===== config.mk =====
export PLATFORM = sky130hd
export DESIGN_NAME = imem_loader
export DESIGN_NICKNAME = d
export VERILOG_FILES = /design/src/rtl/imem_loader_pkg.sv /design/src/rtl/imem_loader_btn_debounce.sv /design/src/rtl/imem_loader.sv
export SDC_FILE = /design/constraint.sdc
export NUM_CORES = 1
export LEC_CHECK = 0
export CAP_MARGIN = 25
export CORE_MARGIN = 2
export CORE_UTILIZATION = 57
export CTS_BUF_LIST = sky130_fd_sc_hd__clkbuf_16
export DETAILED_ROUTE_END_ITERATION = 7
export PLACE_DENSITY = 0.76
export REMOVE_ABC_BUFFERS = 1
export SETUP_SLACK_MARGIN = 0.15
export SLEW_MARGIN = 20
export SYNTH_ARGS = -nofsm -noshare
export SYNTH_HDL_FRONTEND = slang
export SYNTH_SLANG_ARGS = --single-unit

===== constraint.sdc =====
create_clock -name Clk_O -period 3.2 [get_ports Clk_O]
set_clock_uncertainty 0.05 [all_clocks]
set_input_delay 0.96 -clock Clk_O [delete_from_list [all_inputs] [get_ports Clk_O]]
set_output_delay 0.96 -clock Clk_O [all_outputs]
set_load 0.01 [all_outputs]

===== src/rtl/imem_loader_pkg.sv =====
`default_nettype none
// +------------------------------------------------------------------+
// | imem_loader_pkg: mode encoding and fill default for imem_loader   |
// | Rev 1.0                                                           |
// +------------------------------------------------------------------+
package imem_loader_pkg;

  typedef enum logic {
    MODE_LOAD = 1'b0,
    MODE_RUN  = 1'b1
  } mode_e;

  localparam logic [7:0] FILL_INSTR_DEFAULT = 8'h00;

endpackage
`default_nettype wire


===== src/rtl/imem_loader_btn_debounce.sv =====
`default_nettype none
// +------------------------------------------------------------------+
// | btn_debounce: 2-flop sync, stability counter, registered press    |
// | Rev 1.0                                                           |
// +------------------------------------------------------------------+
module btn_debounce
  import imem_loader_pkg::*;
#(
  parameter int DEBOUNCE_CYCLES = 500000
) (
  input  logic clk_i,
  input  logic rst_i,
  input  logic btn_i,
  output logic press_o
);

  localparam int CNT_W = (DEBOUNCE_CYCLES > 1) ? $clog2(DEBOUNCE_CYCLES) : 1;
  localparam logic [CNT_W-1:0] CNT_MAX = CNT_W'(DEBOUNCE_CYCLES - 1);

  logic [1:0]       sync_q;
  logic             level_q, level_d;
  logic [CNT_W-1:0] cnt_q, cnt_d;
  logic             press_q, press_d;

  // Counter only runs while the synced level disagrees with the accepted one.
  always_comb begin
    level_d = level_q;
    cnt_d   = '0;
    press_d = 1'b0;
    if (sync_q[1] != level_q) begin
      if (cnt_q == CNT_MAX) begin
        level_d = sync_q[1];
        press_d = sync_q[1];
      end else begin
        cnt_d = cnt_q + 1'b1;
      end
    end
  end

  always_ff @(posedge clk_i or posedge rst_i) begin
    if (rst_i) begin
      sync_q  <= 2'b00;
      level_q <= 1'b0;
      cnt_q   <= '0;
      press_q <= 1'b0;
    end else begin
      sync_q  <= {sync_q[0], btn_i};
      level_q <= level_d;
      cnt_q   <= cnt_d;
      press_q <= press_d;
    end
  end

  assign press_o = press_q;

endmodule
`default_nettype wire


===== src/rtl/imem_loader.sv =====
`default_nettype none
// +------------------------------------------------------------------+
// | imem_loader: switch/button program loader and instruction server  |
// | Rev 1.0                                                           |
// +------------------------------------------------------------------+
module imem_loader
  import imem_loader_pkg::*;
#(
  parameter int         ADDR_W          = 4,
  parameter int         DEBOUNCE_CYCLES = 500000,
  parameter logic [7:0] FILL_INSTR      = FILL_INSTR_DEFAULT
) (
  input  logic            Clk_O,
  input  logic            Reset,
  input  logic [7:0]      Switch,
  input  logic            Load_Btn,
  input  logic            Run_Btn,
  input  logic [7:0]      PC,
  output logic [7:0]      Instruction,
  output logic            Cpu_Reset,
  output logic            Mode,
  output logic [ADDR_W:0] Load_Count,
  output logic            Full
);

  localparam int DEPTH = 1 << ADDR_W;
  localparam int CMP_W = (ADDR_W + 1 > 8) ? ADDR_W + 1 : 8;
  localparam logic [ADDR_W:0] COUNT_FULL = {1'b1, {ADDR_W{1'b0}}};

  mode_e            mode_q, mode_d;
  logic [ADDR_W:0]  count_q, count_d;
  logic [7:0]       instr_q, instr_d;
  logic [7:0]       mem_q [DEPTH];
  logic             load_press, run_press, wr_en, full;

  btn_debounce #(.DEBOUNCE_CYCLES(DEBOUNCE_CYCLES)) u_load_db (
    .clk_i  (Clk_O),
    .rst_i  (Reset),
    .btn_i  (Load_Btn),
    .press_o(load_press)
  );

  btn_debounce #(.DEBOUNCE_CYCLES(DEBOUNCE_CYCLES)) u_run_db (
    .clk_i  (Clk_O),
    .rst_i  (Reset),
    .btn_i  (Run_Btn),
    .press_o(run_press)
  );

  assign full = (count_q == COUNT_FULL);

  // In LOAD the run decision sees the post-write count, so load+run from 0 enters RUN.
  always_comb begin
    mode_d  = mode_q;
    count_d = count_q;
    wr_en   = 1'b0;
    instr_d = 8'h00;
    if (mode_q == MODE_LOAD) begin
      wr_en   = load_press && !full;
      count_d = count_q + {{ADDR_W{1'b0}}, wr_en};
      if (run_press && (count_d != '0)) begin
        mode_d = MODE_RUN;
      end
    end else if (run_press) begin
      mode_d  = MODE_LOAD;
      count_d = '0;
    end
    if (mode_d == MODE_RUN) begin
      if (CMP_W'(PC) < CMP_W'(count_q)) begin
        instr_d = mem_q[PC[ADDR_W-1:0]];
      end else begin
        instr_d = FILL_INSTR;
      end
    end
  end

  always_ff @(posedge Clk_O or posedge Reset) begin
    if (Reset) begin
      mode_q  <= MODE_LOAD;
      count_q <= '0;
      instr_q <= 8'h00;
    end else begin
      mode_q  <= mode_d;
      count_q <= count_d;
      instr_q <= instr_d;
    end
  end

  // Program RAM is deliberately left uncleared by reset.
  always_ff @(posedge Clk_O) begin
    if (wr_en) begin
      mem_q[count_q[ADDR_W-1:0]] <= Switch;
    end
  end

  assign Instruction = instr_q;
  assign Mode        = mode_q;
  assign Cpu_Reset   = (mode_q == MODE_LOAD);
  assign Load_Count  = count_q;
  assign Full        = full;

endmodule
`default_nettype wire


## Word level (Yosys, flattened, before mapping)

Memories as Yosys holds them, arrays and structs flattened.
Cells that the tools add are included.

- Memory bits (writable): 128
- Memories: 1
- Register bits: 60
- Output and inout port bits: 16
- Word-level logic and storage cells: 47
- Latch bits: 0
- Bits in read-only memories: 0

- Shift-type cells: 0
- Bitwise logic cells: 1
- Reductions and logical operators: 6
- Equality and inequality tests: 6
- Magnitude comparators: 1
- Add/sub/neg operators: 3
- Multiplexer cells: 18
- Multipliers: 0
- Divide/modulo/power cells: 0

Memories:

| name | depth | width | rd ports | clocked after Yosys merged registers in | write ports | line | source |
|---|---|---|---|---|---|---|---|
| mem_q | 16 | 8 | 1 | 0 | 1 | imem_loader.sv:33 | `logic [7:0] mem_q [DEPTH];` |

Operators with widths:

| operator | count |
|---|---|
| two-way mux 19 bit | 4 |
| adder 19 x 1 -> 19 bit, second input constant | 2 |
| equality test 19 bit, second input constant | 2 |
| two-way mux 8 bit | 2 |
| two-way mux 1 bit | 10 |
| two-way mux 5 bit | 2 |
| less-than comparator 8 x 5 -> 1 bit | 1 |
| adder 5 x 1 -> 5 bit | 1 |
| equality test 5 bit, second input constant | 1 |
| nonzero test 5 bit | 1 |
| AND reduction 2 bit | 2 |
| logical AND 1 bit | 2 |
| != test 1 bit | 2 |
| != test 2 x 1 -> 1 bit, second input constant | 1 |
| logical NOT 1 bit | 1 |
| inverter 1 bit | 1 |

## Longest topological paths before layout

Gate-level depths: netlist of run 1.

- Depth in word-level cells: 9
- Depth in mapped cells: 10
- Mapped depth without buffers: 9

## Hierarchy

From an unflattened synthesis of run 1, not the netlist that was laid out.

- Cell total of the unflattened synthesis: 509
- Area total of the unflattened synthesis: 8142.8 µm²

By module, submodules not included:

| module | area an instance (µm²) | seq. area each (µm²) | cells an instance | instances |
|---|---|---|---|---|
| imem_loader | 5835.6 | 4194.0 | 293 | 1 |
| btn_debounce | 1153.6 | 575.6 | 108 | 2 |

## Least setup slack after synthesis of run 1

OpenSTA, ideal clock, no wires.

- Path kind: flip-flop to flip-flop
- From: register count_q[1] (netlist: Load_Count[1])
- To: register instr_q[0] (netlist: Instruction[0])
- Buffers on the path: 1
- Stages on the path, launching flop included: 11
- Path slack: 0.228 ns
- Data required time: 3.006 ns
- Arrival time: 2.778 ns
- Library setup time: 0.144 ns
- Cells stage by stage: dfrtp_1 clkbuf_1 or4_1 nor2_1 nor2b_1 ha_1 ha_1 or3_1 o211a_1 a211oi_2 nor3_1

- Cells in the longest elaborated chain, start to end: 9
- Elaborated cells between the ends (all ways): 11
- Those cells by class: 1 x add/sub; 1 x order compare; 1 x eq/ne; 4 x mux; 4 x reduce/logical

RTL lines:

| element | line | source |
|---|---|---|
| start, declared | imem_loader.sv:31 | `logic [ADDR_W:0] count_q, count_d;` |
| start signal, assigned | imem_loader.sv:84 | `count_q <= count_d;` |
| equality test 5 bit | imem_loader.sv:50 | `assign full = (count_q == COUNT_FULL);` |
| via Full | imem_loader.sv:23 | `output logic Full` |
| logical NOT 1 bit | imem_loader.sv:59 | `wr_en = load_press && !full;` |
| logical AND 1 bit | imem_loader.sv:59 |  |
| adder 5 x 1 -> 5 bit | imem_loader.sv:60 | `count_d = count_q + {{ADDR_W{1'b0}}, wr_en};` |
| nonzero test 5 bit | imem_loader.sv:61 | `if (run_press && (count_d != '0)) begin` |
| logical AND 1 bit | imem_loader.sv:61 |  |
| two-way mux 1 bit | imem_loader.sv:61 |  |
| two-way mux 1 bit | imem_loader.sv:58 | `if (mode_q == MODE_LOAD) begin` |
| two-way mux 8 bit | imem_loader.sv:68 | `if (mode_d == MODE_RUN) begin` |
| via instr_d[0] | imem_loader.sv:32 | `logic [7:0] instr_q, instr_d;` |
| end signal, assigned | imem_loader.sv:85 | `instr_q <= instr_d;` |
| end, declared | imem_loader.sv:32 |  |

The timed path passes the listed nets, and every way through them passes these cells.
A chain may end at the register's enable or synchronous reset.

## Worst setup path in the final report of run 1

- From: register count_q[3] (netlist: Load_Count[3])
- To: register instr_q[2] (netlist: Instruction[2])

- Cells in the longest elaborated chain, start to end: 9
- Elaborated cells between the ends (all ways): 11
- Those cells by class: 1 x add/sub; 1 x order compare; 1 x eq/ne; 4 x mux; 4 x reduce/logical

RTL lines:

| element | line |
|---|---|
| equality test 5 bit | imem_loader.sv:50 |
| logical NOT 1 bit | imem_loader.sv:59 |
| logical AND 1 bit | imem_loader.sv:59 |
| adder 5 x 1 -> 5 bit | imem_loader.sv:60 |
| nonzero test 5 bit | imem_loader.sv:61 |
| logical AND 1 bit | imem_loader.sv:61 |
| two-way mux 1 bit | imem_loader.sv:61 |
| two-way mux 1 bit | imem_loader.sv:58 |
| two-way mux 8 bit * | imem_loader.sv:68 |
| via instr_d[2] | imem_loader.sv:32 |

The timed path passes the listed nets; every way through them passes the cells marked *.

==> results of run 1 <==
-- kinds of logic after synthesis --
logic type / count (synthesis)
AOI/OAI and AO/OA: 51
xor gates and xnor gates: 27
adders and majority gates: 8
buffers and inverters: 34
DFF: 188
muxes: 35
and+or+nand+nor: 171
-- routing by layer --
layer  vias up  share of wire, %  GRT usage (%)
met5         -                 0              0
met4         0               2.3          8.212
met3        33               5.4          5.827
met2       152                52          39.43
met1      2322                40          29.91
li1       2086                 -              -
-- power groups by stage --
stage / Combinational, mW / Sequential, mW / Clock, mW
CTS: 0.198 / 2.62 / 2.03
floorplan: 0.0956 / 2.67 / 0
finish: 0.195 / 2.62 / 1.99
global placement: 0.190 / 2.67 / 0
detailed placement: 0.197 / 2.67 / 0
global route: 0.214 / 2.62 / 2.11
-- synth_stat cells --
cell type / number
a211oi_2: 1
a21oi_1: 11
a22o_1: 16
a31oi_1: 1
and2_1: 1
and3_1: 2
and4_1: 2
buf_2: 6
clkbuf_1: 13
clkbuf_2: 1
dfrtp_1: 60
edfxtp_1: 128
ha_1: 8
inv_1: 14
mux2_2: 2
mux2i_1: 1
mux4_2: 32
nand2_1: 25
nand2b_1: 5
nand3_1: 14
nand3_2: 1
nand4_1: 8
nand4_2: 1
nor2_1: 53
nor2b_1: 4
nor3_1: 23
nor3b_1: 2
nor4_1: 10
nor4bb_1: 1
o211a_1: 1
o21a_1: 1
o21ai_0: 12
o21ai_1: 1
o22ai_1: 1
o2bb2ai_1: 2
o2bb2ai_2: 1
o31ai_1: 2
o31ai_4: 1
or3_1: 10
or4_1: 7
or4b_1: 1
or4b_2: 1
xnor2_1: 15
xor2_1: 12
-- through the flow --
stage	hold slack (ps)	total power, mW
4_1_cts	301.5	4.846
5_1_grt	315.2	4.947
6_report	299.9	4.805
3_3_place_gp	283.8	2.858
2_1_floorplan	281.2	2.763
3_5_place_dp	287.0	2.867
-- flip-flops by register name, summed over array words and instances, names as in the netlist --
name               count
u_run_db.press_o       1
u_load_db.press_o      1
Load_Count             5
u_run_db.sync_q        2
Instruction            8
u_load_db.sync_q       2
u_run_db.level_q       1
u_load_db.level_q      1
u_load_db.cnt_q       19
Mode                   1
mem_q                128
u_run_db.cnt_q        19
-- final timing paths --
kind,endpoint,from,slack (ps)
worst max-delay path,Instruction[2]$_DFF_PP0_,Load_Count[3]$_DFFE_PP0P_,420
worst min-delay path,u_load_db.sync_q[1]$_DFF_PP0_,u_load_db.sync_q[0]$_DFF_PP0_,300
worst max register to register,Instruction[2]$_DFF_PP0_,Load_Count[3]$_DFFE_PP0P_,420
worst min register to register,u_load_db.sync_q[1]$_DFF_PP0_,u_load_db.sync_q[0]$_DFF_PP0_,300
max in group asynchronous,u_load_db.cnt_q[17]$_DFF_PP0_,Reset,1640
min in group asynchronous,u_run_db.cnt_q[14]$_DFF_PP0_,Reset,800
-- cell type report --
type	count	share of cell area [%]
Sequential cell	188	59.29
Clock buffer	17	4.718
Timing Repair Buffer	55	5.661
Inverter	14	0.5828
Tap cell	176	2.442
Clock inverter	15	1.471
Multi-Input combinational cell	292	25.84
==> impl_metrics.ini, run 1 <==
[timing]
finalHoldViolations = 0
fin_crit_ps = 2780
rsz0062_at_grt = no
tightest_slew_ps = 916.1
setup_viol = 0
worst_slack_ps = 420.4
tns_ps = 0
maxSlewViolCount = 0
period_share_pct = 86.86
clock.fmax_mhz = 359.8
relSlewSlack_pct = 38.70

[finish]
finalInstanceArea_mm2 = 0.009017
final_util_pct = 67.82
area_growth_pct = 15.48
multi_input_comb_area_mm2 = 0.002330
nFillCells = 884
final_cell_mix = 128 x edfxtp_1, 59 x dfrtp_1, 52 x nor2_1
drive_above_1_share_pct = 15.66
antennaDiodeCount = 0
fin_nets = 596
final_common_cell = edfxtp_1
seqCellArea_mm2 = 0.005346
final_cell_count_no_fill = 757

[cts]
postCtsHoldBufs = 0
postCtsSetupBuffers = 0
cts-root-buf = clkbuf_16
clock_path_buffers = 2
numClockSinks = 188
clk-insertion-delay-late_ps = 420
clk_pin_slew_ps = 70
cts_made_buffers = 17
htreeDepth = 4
cts_resized = 2
cts_tree = done

[detailed_routing]
vias = 4593
finalWirelength_um = 15810
drc_errors = 0
post_drt_via_cell_ratio = 6.067
antenna_left = 0
drt-wirelength-per-cell_um = 20.88
drt_iter0_drc = 453
first_pass_iters = 5

[critical_path]
crit_path_end_kind = flip-flop
start_kind = flip-flop
cpMaxStageDelayCell = dfrtp_2
crit_chain = or4_1, nor2_2, nor2b_1, ha_1, ha_1, or3_1, o211a_1, a211oi_2, buf_4, nor3_1
cpMostUsedCell = ha_1
cp.depth = 10
crit_type = reg2reg
crit_arrival_ps = 3010
cp.required_ps = 3430
slowest_delay_ps = 480
ff2ff_path_depth = 10
crit_family = simple AND/OR/NAND/NOR gates
worst-path-buf-inv = 1
cp_max_fo = 9

[placement]
post-place-ws_ps = 359.9
dp.cells = 725
dp_hpwl_um = 10250
place_area_mm2 = 0.008453
gp_congestion = 0.8282
port_buffers = 35

[die]
ios = 36
coreArea_mm2 = 0.01330
die_x_um = 121.0
die_y_um = 121.0
start_util_pct = 58.73
num_rows = 42
dieArea_mm2 = 0.01465

[yosys]
netlist.area_leader.share_pct = 49.22
synth_area_leader_cell = edfxtp_1
synthXorXnorAreaFrac_pct = 3.028
ys_types = 44
yosys.area_share.simple_pct = 11.09
synth_compound_area_share_pct = 4.759
syn_inst = 514
synth-seq-cells = 188
netlist_area_mm2 = 0.007809
synthAdderAreaFrac_pct = 1.282
synth_warnings = 0
avgSynthCellArea_um2 = 15.19
synth_top_family_by_area = simple AND/OR/NAND/NOR gates
synth.mux.area_fraction_pct = 9.646
yosysSeqAreaShare_pct = 68.45
yosys-top-cells-area = edfxtp_1 49%, dfrtp_1 19%, mux4_2 9.2%

[global_routing]
antenna_found_initial = 0
grt-ovfl-total = 0
grt_pass1_wl_um = 25310
grt_max_degree = 34
grt_pass1_vias = 4705
grt_usage_pct = 23.46

[min_path]
hold_path.class = reg2reg
whs_path_depth = 0

[pwr]
power.share.clock_pct = 41.4
power.density_mw_per_mm2 = 532.8
max-vdd-ir-drop_uv = 464.6
p_leak_nw = 3.198
seqPwrFrac_pct = 54.5
swShare_pct = 20.29
pwr-share-comb_pct = 4.1
p_int_mw = 3.830
p_sw_mw = 0.9751

[status]
status = finished, final reports clean

[run]
drv_cap = 0
(Power assumes the default switching activity.)
==> inputs of run 2 (changes only) <==
==> constraint.sdc (replaced) <==
create_clock -name Clk_O -period 3.2 [get_ports Clk_O]
set_clock_uncertainty 0.05 [all_clocks]
set_input_delay 0.64 -clock Clk_O [delete_from_list [all_inputs] [get_ports Clk_O]]
set_output_delay 0.64 -clock Clk_O [all_outputs]
set_load 0.01 [all_outputs]
==> run 2 against run 1 <==
Clock power is 4% lower. Worst setup slack worse by 52 ps. Highest routed layer unchanged. Final cell count down 0.79%. Largest cell class unchanged. Register-to-register slack lost 50 ps. Maximum frequency is 1.8% lower. Routed wire length down 2.5%. Non-clock buffer count fell by 6.
==> impl_metrics.ini, run 2 (same netlist as run 1, synthesis figures left out) <==
[critical_path]
cp_max_fo = 9
r2r_start = Load_Count[3]$_DFFE_PP0P_
cpMaxStageDelayCell = dfrtp_1
crit_arrival_ps = 3060
crit_type = reg2reg
slowest_delay_ps = 480
r2r_slack_ps = 370
crit_path_end_kind = flip-flop
ff2ff_path_depth = 9
reg2reg_to = Instruction[3]$_DFF_PP0_
crit_chain = or4_1, nor2_1, nor2b_1, ha_1, ha_1, nor3b_1, mux2i_1, a211oi_4, nor3_1
cpMostUsedCell = ha_1
start_kind = flip-flop
startpoint = Load_Count[3]$_DFFE_PP0P_
crit_path_end = Instruction[3]$_DFF_PP0_
cp.required_ps = 3430

[cts]
clk_pin_slew_ps = 70
clock_path_buffers = 2
htreeDepth = 4
numClockSinks = 188
clk-insertion-delay-late_ps = 430
cts_tree = done
postCtsHoldBufs = 0
cts-root-buf = clkbuf_16
cts_made_buffers = 17

[finish]
final_common_cell = edfxtp_1
multi_input_comb_area_mm2 = 0.002335
final_cell_mix = 128 x edfxtp_1, 60 x dfrtp_1, 53 x nor2_1
seqCellArea_mm2 = 0.005345
nFillCells = 893
fin_nets = 590
antennaDiodeCount = 0
area_growth_pct = 14.82
finalInstanceArea_mm2 = 0.008966
largest_reg_flops = 128
drive_above_1_share_pct = 14.96

[die]
num_rows = 42
start_util_pct = 58.73
ios = 36
dieArea_mm2 = 0.01465
die_y_um = 121.0
die_x_um = 121.0
coreArea_mm2 = 0.01330

[pwr]
max-vdd-ir-drop_uv = 346.1
p_leak_nw = 3.128
power.density_mw_per_mm2 = 527.8

[detailed_routing]
vias = 4522
post_drt_via_cell_ratio = 6.021
drc_errors = 0
first_pass_iters = 5
finalWirelength_um = 15420
antenna_left = 0
drt-wirelength-per-cell_um = 20.53
drt_iter0_drc = 462

[placement]
dp_hpwl_um = 10170
place_area_mm2 = 0.008421
gp_congestion = 0.8620
port_buffers = 35

[global_routing]
antenna_found_initial = 0
grt_pass1_wl_um = 24740
grt_usage_pct = 23.08
grt.busiest_layer = met2
grt_use_met3_pct = 4.041
grt_max_degree = 34
globalRouteMet1Util_pct = 31.70
grt_pass1_vias = 4582
met2_usage_pct = 36.66
grt-ovfl-total = 0

[timing]
fin_crit_ps = 2832
tns_ps = 0
relSlewSlack_pct = 43.96
setup_viol = 0
finalHoldViolations = 0
period_share_pct = 88.50
maxSlewViolCount = 0
tightest_slew_ps = 837.5
rsz0062_at_grt = no
clock.fmax_mhz = 353.1

[min_path]
hold_path_startpoint = u_load_db.sync_q[0]$_DFF_PP0_
hold_path.class = reg2reg

[status]
status = finished, final reports clean

[run]
drv_cap = 0
run 2: cell count changes in the layout (fill, tap and decap cells not counted), moves of 2 or more:
| cell | delta |
|---|---|
| buf_4 | -7 |
| clkinvlp_4 | +5 |
| inv_6 | +4 |
| clkinv_2 | -3 |
| bufinv_16 | -2 |
| clkinv_1 | -2 |
| clkinv_4 | -2 |
run 2: power by group:
part	internal [mW]	switching, mW
Sequential	2.61	0.00822
Clock	1.00	0.916
Combinational	0.0845	0.112
Total	3.70	1.04
run 2: layout make-up:
| cell class | count | area share [%] |
|---|---|---|
| repair buffers | 49 | 5.303 |
| clock inverters | 15 | 1.256 |
| flip-flops and latches | 188 | 59.61 |
| multi-input cells | 292 | 26.04 |
| inverters | 14 | 0.5861 |
| clock buffers | 17 | 4.745 |
| well taps | 176 | 2.456 |
run 2: stage by stage:
stage                     total power, mW  cells  util (%)  hold slack, ps  setup WS (ps)
after global placement              2.861    719     63.34           283.9          461.9
final                               4.733    751     67.44           298.8          368.1
after detailed placement            2.867    719     63.34           286.5          353.5
after CTS                           4.758    751     67.38           301.9          294.0
after global routing                4.865    751     67.44           322.7          191.4
after floorplan                     2.763    494         -           281.2          331.0
run 2: routing by layer:
metal	part of all wire, %	routed length (um)
met1	43	6668
met2	49	7628
met3	4.3	661
met4	3.0	460
met5	0	0
run 2: critical path, delay by kind of cell (launching register included):
family	cells	cell delay [ps]
simple gates	5	1020
flops	1	480
compound gates	1	440
fa+ha+maj	2	510
mux	1	170
run 2: how the worst min path moves through the flow:
stage / end / slack [ps] / depth (start not counted)
3_3_place_gp: u_load_db.sync_q[1]$_DFF_PP0_ / 280 / 0
6_report: u_load_db.sync_q[1]$_DFF_PP0_ / 300 / 0
5_1_grt: u_load_db.sync_q[1]$_DFF_PP0_ / 320 / 0
2_1_floorplan: u_load_db.sync_q[1]$_DFF_PP0_ / 280 / 0
4_1_cts: u_load_db.sync_q[1]$_DFF_PP0_ / 300 / 0
3_5_place_dp: u_load_db.sync_q[1]$_DFF_PP0_ / 290 / 0
run 2: timing repair:
item / 4_1_cts / 5_1_grt
buffers inserted: 0 / 0
resized for setup: 0 / 1
setup endpoints to repair: 0 / 8
==> patch 1, RTL diff (config.mk and constraints of run 2) <==
`ADDR_W`: 4 -> 6.
--- a/src/rtl/imem_loader.sv
+++ b/src/rtl/imem_loader.sv
@@ -8,3 +8,3 @@
 #(
-  parameter int         ADDR_W          = 4,
+  parameter int         ADDR_W          = 6,
   parameter int         DEBOUNCE_CYCLES = 500000,
Ports: changed (resized Load_Count); port bits go from 36 to 38. No check against the original RTL was run, so the function may have changed too.
==> patch 1 against run 2 <==
Clock power rose to 3.3 times the old value. Total power rose to 3.2 times the old value. Sequential cell count up 386. First-iteration DRC count rose to 2.6 times the old value. Cell area rose to 2.9 times the old value. Count of clock-buffer cells in the layout up 40. Sequential power rose to 3.1 times the old value. Worst hold slack better by 0.0032 ns. Area after synthesis rose to 2.9 times the old value. Routed wire length rose to 3.3 times the old value. Worst setup slack worse by 0.19 ns. Largest cell class unchanged. Largest power group unchanged.
==> patch 1: results (changes against run 2) <==
| Metric | Value |
|---|---|
| DRT met1 WL | `19600 um (+190%)` |
| DRT Wirelength | `50200 um (+230%)` |
| GRT Total Usage | `24.8% (+1.8 points)` |
| First-pass GRT wire length | `75100 um (+200%)` |
| Via count | `12000 (+170%)` |
| Layout Nets | `1403 (+140%)` |
| Final Wtd Congestion | `0.943 (+9.4%)` |
| Number of DRC markers in iteration 0 | `1222 (+160%)` |
| Seq/Total Area, Yosys | `74.2% (+5.7 points)` |
| DR pass1 iterations | `6 (+1)` |
| CP arrival | `2.33 ns (-0.73 ns)` |
| GR Util met2 | `40.0% (+3.3 points)` |
| Syn_area_per_cell | `18.9 um^2 (+25%)` |
| Register-to-register setup slack | `0.31 ns (-0.06 ns)` |
| Ratio of cells with drive above 1 in the final layout | `24.8% (+9.8 points)` |
| Distinct cell type count after synthesis | `55 (+25%)` |
| CTS Buf Count | `54 (+37)` |
| Outcome | `finished, final reports clean` |
| Post-DP HPWL | `32700 um (+220%)` |
| Clock tree buffer depth | `3 (+1)` |
| Clk pwr | `0.00626 W (+230%)` |
| Share of the synthesized area in compound gates (AO/OA/AOI/OAI) | `2.81% (-2.0 points)` |
| Number of synthesized flops with an enable pin | `512 (+300%)` |
| Largest net degree at the start of global routing | `65 (+91%)` |
| Place WS | `0.103 ns (-0.250 ns)` |
| Synth Area in XOR/XNOR | `1.42% (-1.6 points)` |
| Fin worst setup slack | `0.179 ns (-0.189 ns)` |
| Worst skew pair latency | `0.60 ns (+0.17 ns)` |
[patch 1: changes by cell type after synthesis, sizes merged, moves of 8 or more]
| cell | delta |
|---|---|
| mux2i | +55 |
| nor3 | -8 |
| nand2 | +11 |
| xor2 | +8 |
| a22o | -9 |
| mux4 | +88 |
| nor2 | +68 |
| a22oi | +15 |
| buf | +31 |
| edfxtp | +384 |
| or3 | -9 |
[patch 1: what timing repair did]
action / 4_1_cts / 5_1_grt
resized for setup: 2 / 2
setup endpoints to repair: 9 / 9
hold endpoints to repair: 0 / 0
pin swaps: 0 / 2
[patch 1: through the flow]
stage | total power (W) | hold slack (ns) | cell area [um^2]
2_1_floorplan | 0.00861 | 0.281 | 22500
3_3_place_gp | 0.00900 | 0.284 | 24600
3_5_place_dp | 0.00901 | 0.292 | 24600
4_1_cts | 0.0152 | 0.306 | 26300
5_1_grt | 0.0155 | 0.310 | 26300
6_report | 0.0151 | 0.302 | 26300
[patch 1: layout make-up]
cell class | count | area, um^2
sequential | 574 | 16900
fill | 2543 | 13300
multi-input combinational | 564 | 5560
clock buffer | 57 | 1430
timing repair buffer | 166 | 1390
tap | 525 | 657
clock inverter | 44 | 328
inverter | 13 | 48.8
[patch 1: worst max-delay path, cell delays in order (launching register included)]
cell             delay (ns)
dfrtp_1                0.39
inv_1                  0.15
nand4_1                0.21
nor4_4                 0.24
buf_4                  0.20
clkdlybuf4s50_1        0.54
[patch 1: cell families (layout without fill, tap and decap cells)]
group	Yosys count	after routing
buf+inv	68	280
compound gates	90	90
simple gates	248	248
mux	179	179
fa+ha+maj	10	10
xor+xnor	37	37
flops	574	574
==> patch 2, RTL diff (flow settings as in run 2) <==
Made on the original files. Make the reset (`Reset` and `rst_i`) synchronous in 2 clocked blocks.
--- a/src/rtl/imem_loader_btn_debounce.sv
+++ b/src/rtl/imem_loader_btn_debounce.sv
@@ -39,3 +39,3 @@
 
-  always_ff @(posedge clk_i or posedge rst_i) begin
+  always_ff @(posedge clk_i) begin
     if (rst_i) begin
--- a/src/rtl/imem_loader.sv
+++ b/src/rtl/imem_loader.sv
@@ -76,3 +76,3 @@
 
-  always_ff @(posedge Clk_O or posedge Reset) begin
+  always_ff @(posedge Clk_O) begin
     if (Reset) begin
Behaviour: same outputs for any inputs over 10 cycles, from zero or initial values and one cycle with Reset high; that may be too few to reach the edited logic, so the function may still have changed.
==> patch 2 against run 2 <==
Sequential cell count stayed put. Total power is 5.1% higher. Routed wire length is 9.4% lower. Area after synthesis is 3.5% lower. Critical endpoint is now Instruction[4]. Worst setup slack better by 0.060 ns. Cell area is 2.4% lower.
==> patch 2: results (changes against run 2) <==
| Metric | Value |
|---|---|
| Hold path cells | `1 (+1)` |
| Final Wtd Congestion | `0.872 (+1.2%)` |
| CP arrival | `3.02 ns (-0.04 ns)` |
| Layout Nets | `585 (-0.85%)` |
| Share of flip-flops with an asynchronous set or reset | `0% (-32 points)` |
| Leak | `2.80 nW (-10%)` |
| Fillers | `918 (+2.8%)` |
| Rel. slew slack | `37.0% (-6.9 points)` |
| Ratio of cells with drive above 1 in the final layout | `15.6% (+0.66 points)` |
| Number of DRC markers in iteration 0 | `323 (-30%)` |
| DRT Wirelength | `14000 um (-9.4%)` |
| Cell count of the worst reg-to-reg path | `10 (+1)` |
| Worst vdd ir | `420 uV (+21%)` |
| WL per Instance | `18.7 um (-8.8%)` |
| DR pass1 iterations | `4 (-1)` |
| Post-DP HPWL | `9240 um (-9.2%)` |
| Pwr dens | `568 mW/mm^2 (+7.6%)` |
| Slowest stage cell, crit path | `dfxtp_1` |
| Outcome | `finished, final reports clean` |
| GRT Total Usage | `21.5% (-1.6 points)` |
| First-pass GRT wire length | `22600 um (-8.6%)` |
| Top delay family on crit path | `compound AO/OA/AOI/OAI gates` |
| Slowest Stage Delay on Critical Path | `0.40 ns (-0.08 ns)` |
| Via density per instance | `5.69 (-5.5%)` |
| Distinct cell type count after synthesis | `46 (+4.5%)` |
| Vias in the first global route | `4324 (-5.6%)` |
| List of most frequent post-synthesis cells | `edfxtp_1 (128), nor2_1 (64), dfxtp_1 (60), mux4_2 (32), xnor2_1 (24)` |
## patch 2: cell count changes after synthesis, moves of 9 or more
cell	run 2	this run
clkbuf_1	13	2
xnor2_1	15	24
o21ai_0	12	3
nor2_1	53	64
nor3_1	23	12
dfxtp_1	0	60
a22oi_1	0	16
a22o_1	16	0
dfrtp_1	60	0
## patch 2: layout make-up
cell class	instances	area share, %
Clock buffer	17	4.86
Clock inverter	15	2.42
Inverter	10	0.429
Multi-Input combinational cell	293	26.9
Sequential cell	188	57.6
Tap cell	176	2.52
Timing Repair Buffer	47	5.26
## patch 2: per-layer routing
layer | track usage (%) | vias up | wire length, um
li1 | - | 2007 | -
met1 | 27.3 | 2115 | 5900
met2 | 35.2 | 106 | 7020
met3 | 6.13 | 18 | 827
met4 | 8.04 | 0 | 216
met5 | 0 | - | 0
## patch 2: power breakdown
part	internal, W	switching [W]	leakage [nW]
clock	0.00132	0.000898	0.303
combinational	0.0000755	0.0000830	0.866
sequential	0.00259	0.00000174	1.63
## patch 2: logic make-up (layout without fill, tap and decap cells)
family | count (synthesis) | count (layout) | share of synthesized area (%)
AO/OA/AOI/OAI | 41 | 41 | 3.78
XOR/XNOR | 38 | 38 | 4.42
adder cells (fa/ha/maj) | 8 | 8 | 1.33
buffers and inverters | 30 | 89 | 1.98
flip-flops | 188 | 188 | 66.9
multiplexers | 34 | 34 | 9.83
AND/OR/NAND/NOR | 172 | 172 | 11.7
## patch 2: final timing paths
path / from / to / slack, ns
max: Load_Count[1] / Instruction[4] / 0.43
min: u_run_db.cnt_q[0] / u_run_db.cnt_q[0] / 0.40
max reg2reg: Load_Count[1] / Instruction[4] / 0.43
min reg2reg: u_run_db.cnt_q[0] / u_run_db.cnt_q[0] / 0.40
